==> src/rtl/lfsr_burst_arbiter.sv <==
// Round-robin arbiter that shares one Galois LFSR between two requesters.
// A granted requester receives a burst of pseudo-random words over a valid/ready handshake.
module lfsr_burst_arbiter #(
    parameter int unsigned       WIDTH    = 8,
    parameter logic [WIDTH-1:0]  POLY     = WIDTH'(8'h1D),
    parameter logic [WIDTH-1:0]  SEED_RST = WIDTH'(8'hA5),
    parameter int unsigned       LEN_W    = 4
) (
    input  logic             clk,
    input  logic             res_n,
    input  logic [1:0]       req,
    input  logic [LEN_W-1:0] len0,
    input  logic [LEN_W-1:0] len1,
    output logic [1:0]       gnt,
    output logic [WIDTH-1:0] dout,
    output logic             dout_vld,
    input  logic             dout_rdy,
    output logic             done,
    input  logic             cfg_we,
    input  logic [WIDTH-1:0] cfg_seed,
    output logic             busy
);

    typedef enum logic [1:0] {
        ST_IDLE  = 2'd0,
        ST_BURST = 2'd1,
        ST_DONE  = 2'd2
    } state_t;

    state_t           r_state;
    logic [WIDTH-1:0] r_lfsr;
    logic [LEN_W-1:0] r_cnt;
    logic [1:0]       r_gnt;
    logic             r_last;
    logic             r_win;

    logic [WIDTH-1:0] w_step;
    logic             w_win;
    logic [LEN_W-1:0] w_len;
    logic             w_hs;

    // Next LFSR value; also the word presented on dout.
    always_comb begin
        w_step = {r_lfsr[WIDTH-2:0], 1'b0} ^ (r_lfsr[WIDTH-1] ? POLY : '0);
    end

    // With both requesting, the one not served last wins.
    always_comb begin
        w_win = 1'b0;
        if (req == 2'b11) begin
            w_win = ~r_last;
        end else begin
            w_win = req[1];
        end
        w_len = w_win ? len1 : len0;
        w_hs  = (r_state == ST_BURST) && dout_rdy;
    end

    always_ff @(posedge clk or negedge res_n) begin
        if (!res_n) begin
            r_state <= ST_IDLE;
            r_lfsr  <= SEED_RST;
            r_cnt   <= '0;
            r_gnt   <= 2'b00;
            r_last  <= 1'b1;
            r_win   <= 1'b0;
        end else begin
            case (r_state)
                ST_IDLE: begin
                    if (cfg_we) begin
                        r_lfsr <= (cfg_seed == '0) ? WIDTH'(1) : cfg_seed;
                    end else if (req != 2'b00) begin
                        r_win   <= w_win;
                        r_gnt   <= w_win ? 2'b10 : 2'b01;
                        r_cnt   <= w_len - LEN_W'(1);
                        r_state <= ST_BURST;
                    end
                end
                ST_BURST: begin
                    if (w_hs) begin
                        r_lfsr <= w_step;
                        if (r_cnt == '0) begin
                            r_state <= ST_DONE;
                        end else begin
                            r_cnt <= r_cnt - LEN_W'(1);
                        end
                    end
                end
                ST_DONE: begin
                    r_last  <= r_win;
                    r_gnt   <= 2'b00;
                    r_state <= ST_IDLE;
                end
                default: begin
                    r_state <= ST_IDLE;
                    r_gnt   <= 2'b00;
                end
            endcase
        end
    end

    assign dout     = w_step;
    assign gnt      = r_gnt;
    assign dout_vld = (r_state == ST_BURST);
    assign done     = (r_state == ST_DONE);
    assign busy     = (r_state != ST_IDLE);

endmodule

==> config.mk <==
export PLATFORM = sky130hd
export DESIGN_NAME = lfsr_burst_arbiter
export DESIGN_NICKNAME = d
export VERILOG_FILES = /design/src/rtl/lfsr_burst_arbiter.sv
export SDC_FILE = /design/constraint.sdc
export NUM_CORES = 1
export LEC_CHECK = 0
export ABC_AREA = 1
export BUFFER_PORTS_ARGS = -buffer_cell sky130_fd_sc_hd__buf_2
export CAP_MARGIN = 20
export CORE_ASPECT_RATIO = 0.8
export CORE_MARGIN = 4
export CORE_UTILIZATION = 49
export DETAILED_ROUTE_END_ITERATION = 7
export PLACE_DENSITY = 0.77
export REMOVE_ABC_BUFFERS = 1
export SKIP_CTS_REPAIR_TIMING = 1
export SLEW_MARGIN = 20
export SYNTH_ARGS = -nofsm -noshare
export SYNTH_HDL_FRONTEND = slang
export SYNTH_SLANG_ARGS = --single-unit
export TNS_END_PERCENT = 100
==> constraint.sdc <==
create_clock -name clk -period 1.9 [get_ports clk]
set_clock_uncertainty 0.05 [all_clocks]
set_input_delay 0.19 -clock clk [delete_from_list [all_inputs] [get_ports clk]]
set_output_delay 0.19 -clock clk [all_outputs]
set_load 0.05 [all_outputs]
==> summary.md <==
| Metric | Value |
|---|---|
| Status | `complete, no violations` |
| Startpoint Class | `flop` |
| Setup slack, reg-to-reg | `270 ps` |
| RSZ-0062 raised after global routing | `false` |
| Port buffer count | `34` |
| Cell total after placement | `194` |
| Number of synthesized register bits | `18` |
| Multi-input logic area | `495 µm²` |
| Fin cells | `199` |
| Num ports | `35` |
| Worst hold start | `cfg_seed[5]` |
| Crit. End Element | `primary output` |
| Arr. time, crit path | `1440 ps` |
| Tot GR Track Use | `15.7%` |
| Core outline area | `2000 µm²` |
| Fin. Hold Viols | `0` |
| CTS Buffer Depth | `2` |
| Yosys warns | `0` |
| Grt total ovfl | `0` |
| GP Congestion | `0.777` |
| Number of buffers created by CTS | `3` |
| # DRC | `0` |
| Worst r2r path cells | `8` |
| Final HPWL DP | `1.83 mm` |
| Part of the cycle the worst path needs | `88.5%` |
| Largest net degree at the start of global routing | `19` |
| Router iterations before antenna repair | `4` |
| Drt initial violations | `22` |
| R2r startpoint | `r_last` |
| Fill cell count | `188` |
| First-pass GRT wire length | `3.68 mm` |
| Min-delay worst type | `in2reg` |
| Layout cells sized above 1 | `32.6%` |
| Slew HR | `73.2%` |
| Layout Nets | `199` |
| Total Wirelength | `2.27 mm` |
| Crit Path Class | `reg2out` |
| WHS Endpoint | `r_lfsr[5]` |
| Syn avg cell area | `7.59 µm²` |
| Tightest Pin Transition | `401 ps` |
| Starting Density | `54.7%` |
| Seq/Total Area, Yosys | `41.8%` |
| Die H | `50.2 µm` |
| Rows | `14` |
| Distinct cell type count after synthesis | `25` |
| Clk slew on worst S/H paths | `100 ps` |
| Clock sink total | `18` |
| Hold Path Stages | `3` |
| Setup_tns | `0 ps` |
| Storage cell area | `457 µm²` |
| Tmin final | `1680 ps` |
| DRT antenna net count | `0` |
| CP max FO | `15` |
| Fmax | `0.595 GHz` |
| Initial antenna violation count | `0` |
| Vias per cell | `4.98` |
| Max-slew violation count | `0` |
| Via count | `992` |
| # H-tree levels | `1` |
| Syn Std Cell Area | `1090 µm²` |
| Final setup viols | `0` |
| CTS tree | `built` |
| Vias in the first global route | `874` |
| Total die area | `3050 µm²` |
| Cells after synthesis | `144` |
| DIE WIDTH | `60.8 µm` |
| Reg-to-Reg End | `r_cnt[2]` |
| WL/cell | `11.4 µm` |
| Worst-skew pair later-pin latency | `290 ps` |
| Required @ worst endpoint | `1660 ps` |
| ANT cells | `0` |
| # Max-Cap Violations | `0` |
| CTS root buffer | `clkbuf_4` |
| Area growth syn-to-layout | `16.6%` |
-- cells in the mapped netlist (all sizes together) --
master / n / area (µm²)
a21oi: 3 / 18.8
o21ai: 14 / 73.8
a31oi: 4 / 25.0
inv: 18 / 67.6
nand2: 40 / 160
nand3: 11 / 65.1
xor2: 4 / 35.0
or2: 1 / 6.26
ha: 1 / 12.5
nand4: 1 / 6.26
nor3: 2 / 10.0
dfrtp: 13 / 325
buf: 8 / 67.6
o211ai: 2 / 15.0
clkbuf: 1 / 5.00
dfstp: 5 / 131
nor2: 16 / 67.6
-- state kept, by name, summed over array words and instances, names as in the netlist --
register and cells:
r_lfsr 8, r_cnt 4, r_win 1, gnt 2, r_last 1, r_state 2
-- per-stage QoR --
stage / utilization [%] / hold slack (ps) / worst slack [ps] / area, µm²
2_1_floorplan: - / -156 / -43.0 / 1020
3_3_place_gp: 61.5 / 81.4 / 334 / 1230
3_5_place_dp: 61.5 / 93.7 / 263 / 1230
4_1_cts: 63.3 / -237 / 212 / 1260
5_1_grt: 63.8 / 81.1 / 106 / 1270
6_report: 63.8 / 76.3 / 219 / 1270
-- per-layer routing --
metal / part of all wire, % / GRT usage (%)
met1: 48 / 21.6
met2: 47 / 23.8
met3: 4.5 / 6.15
met4: 0.22 / 2.17
met5: 0 / 0
-- cells in the final DEF (no fill, tap or decap), drive strengths merged, types with 2 or more instances in the layout --
cell	synthesis	routed
dfstp	5	5
nand3	11	11
nor3	2	2
o211ai	2	2
xor2	4	4
buf	8	35
nor2	16	16
nand2	40	40
a21oi	3	3
clkbuf	1	4
a31oi	4	4
inv	18	18
o21ai	14	14
dfrtp	13	13
-- critical path, stage by stage (launching register included) --
cell and delay, ps:
dfrtp_1 430, nor2_4 200, buf_4 230, buf_2 290
-- layout make-up --
cell class | count | share of cell area (%)
multi-input combinational | 99 | 38.9
sequential | 18 | 35.9
timing repair buffer | 36 | 14.7
inverter | 18 | 5.30
clock buffer | 4 | 2.85
tap | 24 | 2.36
-- kinds of logic (layout without fill, tap and decap cells) --
group | count (synthesis) | after routing | share of synthesized area, %
XOR/XNOR | 4 | 4 | 3.21
AND/OR/NAND/NOR | 71 | 71 | 28.9
adder cells (fa/ha/maj) | 1 | 1 | 1.15
flip-flops | 18 | 18 | 41.8
buffers and inverters | 27 | 58 | 12.8
AO/OA/AOI/OAI | 23 | 23 | 12.1
-- how the worst max path moves through the flow --
stage / depth (start not counted) / end / startpoint
6_report: 3 / dout_vld / r_state[1]
5_1_grt: 8 / r_cnt[2] / r_last
4_1_cts: 3 / dout_vld / r_state[1]
3_5_place_dp: 8 / r_cnt[2] / r_last
3_3_place_gp: 8 / r_cnt[2] / r_last
2_1_floorplan: 3 / r_lfsr[2] / r_lfsr[7]
Power is not shown: default switching activity piles up to over one toggle a cycle in this logic, so the estimate is an artifact.
